==> src/rtl/par_to_ser_shifter.sv <==
// par_to_ser_shifter: takes one DATA_W-bit word over a valid/ready handshake
// and emits it one bit per qualified cycle on ser_data/ser_valid. The outputs
// feed a serial odd-parity generator. GAP_CYCLES idle cycles separate
// consecutive bits of one word. ser_last marks the final bit of a word.
// Optional build macro SER_FRAME_CNT_EN adds a 16-bit frame_cnt output that
// counts completed words.

module par_to_ser_shifter #(
    parameter int DATA_W     = 8,
    parameter int MSB_FIRST  = 0,
    parameter int GAP_CYCLES = 0
) (
    input  logic              clk,
    input  logic              rst_n,
    input  logic [DATA_W-1:0] in_data,
    input  logic              in_valid,
    output logic              in_ready,
    input  logic              abort,
    output logic              ser_data,
    output logic              ser_valid,
    output logic              ser_last,
`ifdef SER_FRAME_CNT_EN
    output logic [15:0]       frame_cnt,
`endif
    output logic              busy
);

    localparam int CNT_W = $clog2(DATA_W);
    localparam int GAP_W = 4;

    localparam logic [CNT_W-1:0] CNT_ZERO   = {CNT_W{1'b0}};
    localparam logic [CNT_W-1:0] CNT_ONE    = CNT_W'(1);
    localparam logic [CNT_W-1:0] CNT_LOAD   = CNT_W'(DATA_W - 1);
    localparam logic [GAP_W-1:0] GAP_ZERO   = {GAP_W{1'b0}};
    localparam logic [GAP_W-1:0] GAP_ONE    = GAP_W'(1);
    localparam logic [GAP_W-1:0] GAP_RELOAD = (GAP_CYCLES > 0) ? GAP_W'(GAP_CYCLES - 1) : GAP_ZERO;

    typedef enum logic [1:0] {
        ST_IDLE  = 2'd0,
        ST_SHIFT = 2'd1,
        ST_GAP   = 2'd2
    } state_t;

    state_t              state_q, state_d;
    logic [DATA_W-1:0]   sr_q, sr_d;
    logic [CNT_W-1:0]    cnt_q, cnt_d;
    logic [GAP_W-1:0]    gap_q, gap_d;
    logic                data_q, data_d;
    logic                valid_q, valid_d;
    logic                last_q, last_d;

    // Bit presented next from a word, honouring the configured bit order.
    function automatic logic head_bit(input logic [DATA_W-1:0] word);
        if (MSB_FIRST != 0) begin
            return word[DATA_W-1];
        end else begin
            return word[0];
        end
    endfunction

    // Word with its head bit removed, so the next head bit comes into place.
    function automatic logic [DATA_W-1:0] drop_head(input logic [DATA_W-1:0] word);
        if (MSB_FIRST != 0) begin
            return {word[DATA_W-2:0], 1'b0};
        end else begin
            return {1'b0, word[DATA_W-1:1]};
        end
    endfunction

    // Next-state and next-output computation; abort overrides every state.
    always_comb begin
        state_d = state_q;
        sr_d    = sr_q;
        cnt_d   = cnt_q;
        gap_d   = gap_q;
        data_d  = data_q;
        valid_d = 1'b0;
        last_d  = 1'b0;
        if (abort) begin
            state_d = ST_IDLE;
            sr_d    = {DATA_W{1'b0}};
            cnt_d   = CNT_ZERO;
            gap_d   = GAP_ZERO;
            data_d  = 1'b0;
        end else begin
            case (state_q)
                ST_IDLE: begin
                    if (in_valid) begin
                        // First bit goes out directly on the accept edge.
                        state_d = ST_SHIFT;
                        data_d  = head_bit(in_data);
                        sr_d    = drop_head(in_data);
                        cnt_d   = CNT_LOAD;
                        gap_d   = GAP_ZERO;
                        valid_d = 1'b1;
                    end else begin
                        state_d = ST_IDLE;
                    end
                end
                ST_SHIFT: begin
                    if (cnt_q == CNT_ZERO) begin
                        // The bit on the wire was the final one; no trailing gap.
                        state_d = ST_IDLE;
                    end else if (GAP_CYCLES > 0) begin
                        state_d = ST_GAP;
                        gap_d   = GAP_RELOAD;
                    end else begin
                        state_d = ST_SHIFT;
                        data_d  = head_bit(sr_q);
                        sr_d    = drop_head(sr_q);
                        cnt_d   = cnt_q - CNT_ONE;
                        valid_d = 1'b1;
                        last_d  = (cnt_q == CNT_ONE);
                    end
                end
                ST_GAP: begin
                    if (gap_q == GAP_ZERO) begin
                        state_d = ST_SHIFT;
                        data_d  = head_bit(sr_q);
                        sr_d    = drop_head(sr_q);
                        cnt_d   = cnt_q - CNT_ONE;
                        valid_d = 1'b1;
                        last_d  = (cnt_q == CNT_ONE);
                    end else begin
                        gap_d   = gap_q - GAP_ONE;
                    end
                end
                default: begin
                    state_d = ST_IDLE;
                    sr_d    = {DATA_W{1'b0}};
                    cnt_d   = CNT_ZERO;
                    gap_d   = GAP_ZERO;
                    data_d  = 1'b0;
                end
            endcase
        end
    end

    // State, datapath and registered serial outputs.
    always_ff @(posedge clk or negedge rst_n) begin
        if (!rst_n) begin
            state_q <= ST_IDLE;
            sr_q    <= {DATA_W{1'b0}};
            cnt_q   <= CNT_ZERO;
            gap_q   <= GAP_ZERO;
            data_q  <= 1'b0;
            valid_q <= 1'b0;
            last_q  <= 1'b0;
        end else begin
            state_q <= state_d;
            sr_q    <= sr_d;
            cnt_q   <= cnt_d;
            gap_q   <= gap_d;
            data_q  <= data_d;
            valid_q <= valid_d;
            last_q  <= last_d;
        end
    end

    assign ser_data  = data_q;
    assign ser_valid = valid_q;
    assign ser_last  = last_q;
    assign in_ready  = (state_q == ST_IDLE);
    assign busy      = (state_q != ST_IDLE);

`ifdef SER_FRAME_CNT_EN
    logic [15:0] frame_cnt_q;

    // Count every word whose last bit was emitted; abort does not touch it.
    always_ff @(posedge clk or negedge rst_n) begin
        if (!rst_n) begin
            frame_cnt_q <= 16'd0;
        end else if (last_q) begin
            frame_cnt_q <= frame_cnt_q + 16'd1;
        end else begin
            frame_cnt_q <= frame_cnt_q;
        end
    end

    assign frame_cnt = frame_cnt_q;
`endif

endmodule
==> config.mk <==
export PLATFORM = sky130hd
export DESIGN_NAME = par_to_ser_shifter
export DESIGN_NICKNAME = d
export VERILOG_FILES = /design/src/rtl/par_to_ser_shifter.sv
export SDC_FILE = /design/constraint.sdc
export NUM_CORES = 1
export LEC_CHECK = 0
export ABC_AREA = 1
export CAP_MARGIN = 0
export CORE_UTILIZATION = 47
export CTS_CLUSTER_DIAMETER = 150
export CTS_CLUSTER_SIZE = 24
export DETAILED_ROUTE_END_ITERATION = 7
export PLACE_DENSITY = 0.77
export REMOVE_ABC_BUFFERS = 1
export SYNTH_ARGS = -nofsm -noshare
export SYNTH_HDL_FRONTEND = slang
export SYNTH_SLANG_ARGS = --single-unit
==> constraint.sdc <==
create_clock -name clk -period 1.8 [get_ports clk]
set_clock_uncertainty 0.1 [all_clocks]
set_input_delay 0.36 -clock clk [delete_from_list [all_inputs] [get_ports clk]]
set_output_delay 0.36 -clock clk [all_outputs]
set_load 0.1 [all_outputs]
# Yosys cells after proc, flatten, opt, wreduce, memory -nomap -nowiden
# Index checks and enable logic that the tools add are counted.
word_totals:
  register_bits: 20
  in_bits: 12
  output_inout_bits: 5
  wordCells: 56
classes:
  addsub: 2
  n_eq_ne: 8
  mux: 33
  n_reduce_logical: 6
op_table:
  columns: ["op", "count"]
  rows:
  - ["2-to-1 mux 8 bit", 4]
  - ["one-hot mux 8 bit (3 select lines)", 1]
  - ["2-to-1 mux 1 bit", 13]
  - ["2-to-1 mux 3 bit", 4]
  - ["2-to-1 mux 4 bit", 3]
  - ["one-hot mux 4 bit (3 select lines)", 1]
  - ["inequality test 3 bit (second input constant)", 3]
  - ["one-hot mux 3 bit (3 select lines)", 1]
  - ["one-hot mux 1 bit (3 select lines)", 2]
  - ["one-hot mux 2 bit (3 select lines)", 1]
  - ["AND reduction 3 bit", 2]
  - ["zero test 4 bit", 1]
  - ["2-to-1 mux 2 bit", 2]
  - ["subtractor 4 x 1 -> 4 bit (second input constant)", 1]
  - ["equality test 3 x 1 -> 1 bit (second input constant)", 1]
  - ["zero test 3 bit", 1]
  - ["inequality test 3 x 2 -> 1 bit (second input constant)", 1]
  - ["subtractor 3 x 1 -> 3 bit (second input constant)", 1]
  - ["equality test 2 x 1 -> 1 bit (second input constant)", 1]
  - ["equality test 2 bit (second input constant)", 1]
  - ["zero test 2 bit", 1]
  - ["inequality test 2 bit (second input constant)", 1]
  - ["one-hot mux 1 bit (2 select lines)", 1]
  - ["nonzero test 2 bit", 1]

# Logic depth before layout (Yosys ltp)
# Gate-level depths: netlist of the first run.
logic_depth:
  depth_word: 4
  ltp_mapped: 7
  ltp_nobuf: 7

# Worst setup path before layout of the first run
# OpenSTA, ideal clock, no wires.
synth_timing:
  path_type: "flip-flop to flip-flop"
  start: "register state_q[0]"
  end: "register data_q (netlist: ser_data)"
  setup_time_ns: 0.069
  arrival_time_ns: 2.003
  required_time_ns: 1.631
  path_slack_ns: -0.372
  stages_incl_launch_ff: 6
  path_buffers: 1
  synth_period_minus_slack_ns: 2.172
  path_cell_list: "dfrtp_1 -> inv_2 -> nand2_4 -> buf_6 -> nand4_1 -> nand2_1"
synth_via:
  elab_chain_len: 3
  elab_cells_between_ends: 9
  cone_classes: "5 x eq/ne; 2 x mux; 2 x reduce/logical"
synth_rtl:
  columns: ["item", "line_no", "rtl"]
  rows:
  - ["start, declared", "44", "state_t state_q, state_d;"]
  - ["start signal, assigned", "150", "state_q <= state_d;"]
  - ["zero test 2 bit *", null, null]
  - ["via in_ready", "17", "output logic in_ready,"]
  - ["inequality test 3 x 2 -> 1 bit (no line) / one-hot mux 1 bit (3 select lines) (equally long branches)", null, null]
  - ["AND reduction 3 bit (no line) / 2-to-1 mux 1 bit (equally long branches)", null, null]
  - ["end signal, assigned", "154", "data_q <= data_d;"]
  - ["end, declared", "48", "logic data_q, data_d;"]
# Mark *: on every way through the listed nets, which the timed path passes. The rest lies on a longest branch.
# A chain may end at the register's enable or synchronous reset.

==> results of run 1 <==
==> flip-flops by register name (all words and copies together), names as in the netlist <==
name / count
cnt_q: 3
sr_q: 7
ser_last: 1
ser_data: 1
state_q: 1
==> final cells by class <==
class                      count  area (sq um)
clock buffer                   4          26.3
fill                         113           420
inverter                       6          22.5
multi-input combinational     69           344
sequential                    13           325
tap                           15          18.8
timing repair buffer          18           225
==> cells in the mapped netlist (all sizes together) <==
master	n	area share
a21oi	1	0.0068
buf	6	0.061
dfrtp	13	0.44
ha	3	0.051
inv	6	0.031
nand2	40	0.22
nand3	12	0.081
nand4	12	0.10
nor2	1	0.0051
==> report_power, final <==
part / total, mW / leakage, nW / internal [mW] / switching [mW]
registers: 0.346 / 0.173 / 0.321 / 0.0247
logic: 0.273 / 0.314 / 0.0994 / 0.174
clock network: 0.183 / 0.0150 / 0.0857 / 0.0974
total: 0.802 / 0.502 / 0.506 / 0.296
==> worst register-to-register path, cell delays in order, from the launching register on <==
cell and delay [ns]:
dfrtp_1 0.41, inv_1 0.09, ha_1 0.14, nand2_1 0.06, nand2_2 0.22, nand2_2 0.20, nand3_1 0.12, nand2_1 0.06
==> how the worst max path moves through the flow <==
stage | endpoint | from | slack, ns
floorplan | ser_data | state_q[0] | -1.47
global placement | sr_q[5] | in_valid | 0.27
detailed placement | sr_q[4] | in_valid | 0.24
CTS | in_ready | state_q[0] | 0.15
global route | ser_valid | state_q[0] | 0.08
finish | ser_valid | state_q[0] | 0.15
==> per-stage QoR <==
stage	total power, mW	TNS (ns)	util	instance area [sq um]
global placement	0.620	0	0.677	936
finish	0.802	0	0.696	962
global route	0.853	0	0.696	962
CTS	0.804	0	0.696	962
detailed placement	0.625	0	0.677	936
floorplan	0.518	-19.69	-	692
==> cell families (layout without fill, tap and decap cells) <==
family	count (synthesis)	in the layout
AOI/OAI and AO/OA	1	1
adders and majority gates	3	3
buffers and inverters	12	28
DFF	13	13
and+or+nand+nor	65	65
==> layer usage <==
layer  global-route usage  vias up  part of all wire
li1                     -      343                 -
met3               0.0391        0             0.047
met1                0.266      315              0.48
met4               0.0387        0                 0
met2                0.278       23              0.48
met5                    0        -                 0
==> flow_summary_export.csv, run 1 <==
group,metric,value,unit
final_layout,final_common_cell,"nand2_1",
drt,vias,681,
synth,synthXorXnorAreaFrac,0,
drt,post_drt_wl_per_cell,11.7,microns
clocking,cts_root_buf,"clkbuf_4",
power_and_ir_drop,power.leakage,0.502,nW
drt,firstDrtPassIters,4,
synth,muxShareOfSynthArea,0,
timing,fin_crit,1.65,ns
drt,wl,1460,microns
clocking,htree_levels,1,
critical_path,arrival,1.19,ns
timing,max_clock_freq,0.605,GHz
synth,yosysWarnings,0,
drt,drc,0,
clocking,cts_buffers,3,
final_layout,layout_common_cells,"nand2_1 (37), dfrtp_1 (13), nand3_1 (12), nand4_1 (12), clkdlybuf4s50_1 (11)",
critical_path,worst_setup_path_start_kind,"flip-flop",
timing,hold_viol_final,0,
floorplan,num_io_pins,17,
floorplan,die_width,41.6,microns
floorplan,dieArea,0.00173,sq mm
placed_design,gp_congestion,0.783,
critical_path,crit_buf_inv,2,
timing,fin_crit_sh,0.919,
global_route,grt_pass1_wl,2520,microns
placed_design,dp_hpwl,1030,microns
clocking,cts-resized-gates,0,
timing,finalSetupViolCount,0,
critical_path,cp_top_family,"flip-flops",
clocking,cts_sinks,13,
floorplan,num_rows,13,
synth,synth_compound_area_frac,0.00679,
clocking,clockBufferDepth,2,
critical_path,r2r-end,"cnt_q[0]",
placed_design,dp_cells,121,
critical_path,crit_chain,"buf_4 -> buf_12",
global_route,grt_usage,0.182,
global_route,grt_pass1_vias,573,
critical_path,r2r_cells,7,
timing,hold_ws,0.357,ns
synth,syn_area,737,sq um
critical_path,regToRegSetupSlack,0.30,ns
outcome,outcome,"finished, final reports clean",
clocking,holdBufCountCts,0,
clocking,cts_setup_buffers,0,
global_route,grt_remaining_overflow,0,
global_route,grt_max_degree,24,
critical_path,crit_type,"reg2out",
critical_path,crit_required,1.34,ns
job,cap_violations,0,
timing,fin_ws,0.146,ns
drt,vias_per_cell,5.45,
placed_design,pre_cts_ws,0.238,ns
synth,synth_adder_area_share,0.0509,
final_layout,drive_gt1_frac,0.127,
floorplan,initial_utilization,0.533,
timing,grt_setup_unrepaired,"false",
drt,ant_nets,0,
final_layout,nNetsFinal,126,
final_layout,n_antenna_cell,0,
critical_path,endpoint_kind,"primary output",
hold_path,holdCritPathClass,"in2async",
clocking,clkTransAtPathRegs,0.09,ns
critical_path,worst_path_max_delay_cell,"dfrtp_1",
synth,synthCells,94,
timing,slew_headroom,0.607,
critical_path,r2r_start,"cnt_q[0]",
floorplan,core_area,0.00138,sq mm
synth,synth_top_family_by_area,"simple AND/OR/NAND/NOR gates",
critical_path,worstPathMaxFanout,8,
critical_path,cp_slowest_stage_delay,0.49,ns
final_layout,area_growth,30.6,%
floorplan,die_h,41.6,microns
critical_path,cp_num_cells,2,
synth,synth_cell_types,14,
power_and_ir_drop,ir_drop,0.445,mV
synth,yosys.area_share.simple,0.409,
drt,initialDrtViolationCount,12,
synth,yosysSeqAreaShare,0.441,
synth,ys_seq_elements,13,
global_route,antenna_found_initial,0,
placed_design,io_buffers,16,
timing,worst_pin_slew,0.588,ns
power_and_ir_drop,power.density,834,mW/mm^2
synth,synth_area_per_cell,7.84,sq um
clocking,insertion_delay,0.27,ns
timing,drv_slew,0,
final_layout,final_cells,125,
clocking,cts_tree,"built",
Power figures use the tool's default switching activity.
==> run 2, diff against run 1 <==
- SETUP_SLACK_MARGIN: unset -> 0.2
==> run 2 against run 1 <==
Effect of this change: final cell count stayed put; via count is 0.15% higher; final area is 0.39% higher; die area stayed put; register-to-register slack hardly changed; highest routed layer unchanged; worst hold slack better by 0.00098 ns; combinational power hardly changed; total power is 0.25% higher; routed wire length is 0.21% lower.
==> flow_summary_export.csv, run 2 (synthesis gave the netlist of run 1 again) <==
group,metric,value,unit
outcome,outcome,"finished, final reports clean",
clocking,insertion_delay,0.27,ns
critical_path,arrival,1.14,ns
global_route,grt_max_degree,24,
placed_design,io_buffers,16,
final_layout,final_common_cell,"nand2_1",
timing,fin_crit,1.60,ns
final_layout,layout_common_cells,"nand2_1 (37), nand3_1 (12), nand4_1 (12), dfrtp_1 (12), clkdlybuf4s50_1 (11)",
power_and_ir_drop,power.leakage,0.501,nW
job,cap_violations,0,
global_route,grt_remaining_overflow,0,
clocking,cts_setup_buffers,0,
global_route,grt_pass1_vias,573,
timing,hold_viol_final,0,
final_layout,multi_input_area,344,sq um
floorplan,num_io_pins,17,
timing,fin_crit_sh,0.888,
timing,hold_ws,0.358,ns
drt,vias,682,
timing,grt_setup_unrepaired,"true",
floorplan,die_width,41.6,microns
final_layout,final_core_utilization,0.699,
critical_path,crit_chain,"buf_4 -> buf_12",
final_layout,largest_reg_flops,7,
clocking,htree_levels,1,
clocking,cts_root_buf,"clkbuf_4",
critical_path,crit_buf_inv,2,
timing,fin_tns_setup,0,ns
final_layout,drive_gt1_frac,0.136,
timing,slew_headroom,0.605,
clocking,clockBufferDepth,2,
global_route,grt_usage,0.182,
drt,firstDrtPassIters,4,
critical_path,cp_top_family,"flip-flops",
floorplan,num_rows,13,
global_route,grt_pass1_wl,2520,microns
clocking,cts_buffers,3,
final_layout,nNetsFinal,126,
clocking,cts_sinks,13,
global_route,grt_use_met3,0.0391,
global_route,antenna_found_initial,0,
clocking,holdBufCountCts,0,
critical_path,worstPathMaxFanout,8,
timing,worst_pin_slew,0.591,ns
drt,vias_per_cell,5.46,
global_route,use_met1,0.266,
timing,max_clock_freq,0.626,GHz
timing,finalSetupViolCount,0,
drt,wl,1460,microns
final_layout,regMostFlops,"sr_q",
critical_path,crit_required,1.34,ns
timing,drv_slew,0,
floorplan,initial_utilization,0.533,
global_route,busiest_layer,"met2",
floorplan,dieArea,0.00173,sq mm
critical_path,worst_path_max_delay_cell,"dfrtp_2",
global_route,met2_usage,0.278,
critical_path,worst_setup_path_start_kind,"flip-flop",
critical_path,crit_type,"reg2out",
drt,post_drt_wl_per_cell,11.6,microns
drt,initialDrtViolationCount,12,
final_layout,seq_area,327,sq um
placed_design,dp_hpwl,1030,microns
placed_design,gp_congestion,0.783,
final_layout,n_antenna_cell,0,
critical_path,endpoint_kind,"primary output",
final_layout,fill_cells,111,
power_and_ir_drop,power.density,833,mW/mm^2
hold_path,holdCritPathClass,"in2async",
floorplan,core_area,0.00138,sq mm
critical_path,cp_slowest_stage_delay,0.46,ns
final_layout,top_regs,"sr_q (7), cnt_q (3)",
drt,drc,0,
power_and_ir_drop,ir_drop,0.445,mV
clocking,cts_tree,"built",
drt,ant_nets,0,
final_layout,area_growth,31.1,%
clocking,clkTransAtPathRegs,0.09,ns
floorplan,die_h,41.6,microns
==> run 2: cell counts in the layout (fill, tap and decap cells not counted) <==
No cell type changed its count.
==> run 2: report_power, final <==
part,total [mW],switching [mW],internal (mW)
logic,0.274,0.174,0.100
clock network,0.183,0.0973,0.0857
registers,0.347,0.0257,0.322
total,0.804,0.297,0.507
==> run 2: path summary, 6_finish.rpt <==
kind	startpoint	end	slack, ns	depth (start not counted)
hold / removal	rst_n	sr_q[4]	0.36	1
hold reg to reg	sr_q[6]	sr_q[6]	0.42	2
min in group clk	sr_q[6]	sr_q[6]	0.42	2
setup reg to reg	cnt_q[0]	cnt_q[0]	0.30	7
setup / recovery	state_q[0]	ser_valid	0.20	2
max in group asynchronous	rst_n	state_q[0]	0.83	1
==> run 2: area by class of cell <==
cell class / count / share of cell area
well taps: 15 / 0.0194
inverters: 6 / 0.0259
clock buffers: 4 / 0.0272
repair buffers: 18 / 0.233
flip-flops and latches: 13 / 0.338
multi-input cells: 69 / 0.356
==> run 2: layer usage <==
metal | wire (microns) | vias to the layer above
met3 | 64 | 0
met2 | 686 | 21
met4 | 0 | 0
met1 | 705 | 318
li1 | - | 343
met5 | 0 | -
==> run 2: timing repair <==
| item | 4_1_cts | 5_1_grt |
|---|---|---|
| endpoints found under the hold margin | 0 | 0 |
| setup endpoints to repair | 3 | 13 |
| gates resized for setup | 1 | 1 |
| pin swaps | 0 | 0 |
==> run 2: stage by stage <==
stage / total power [mW] / setup WS (ns) / area [sq um] / std cells
after detailed placement: 0.625 / 0.238 / 936 / 121
after floorplan: 0.518 / -1.47 / 692 / 88
final: 0.804 / 0.202 / 966 / 125
after CTS: 0.805 / 0.182 / 963 / 125
after global routing: 0.855 / 0.147 / 966 / 125
after global placement: 0.620 / 0.272 / 936 / 121
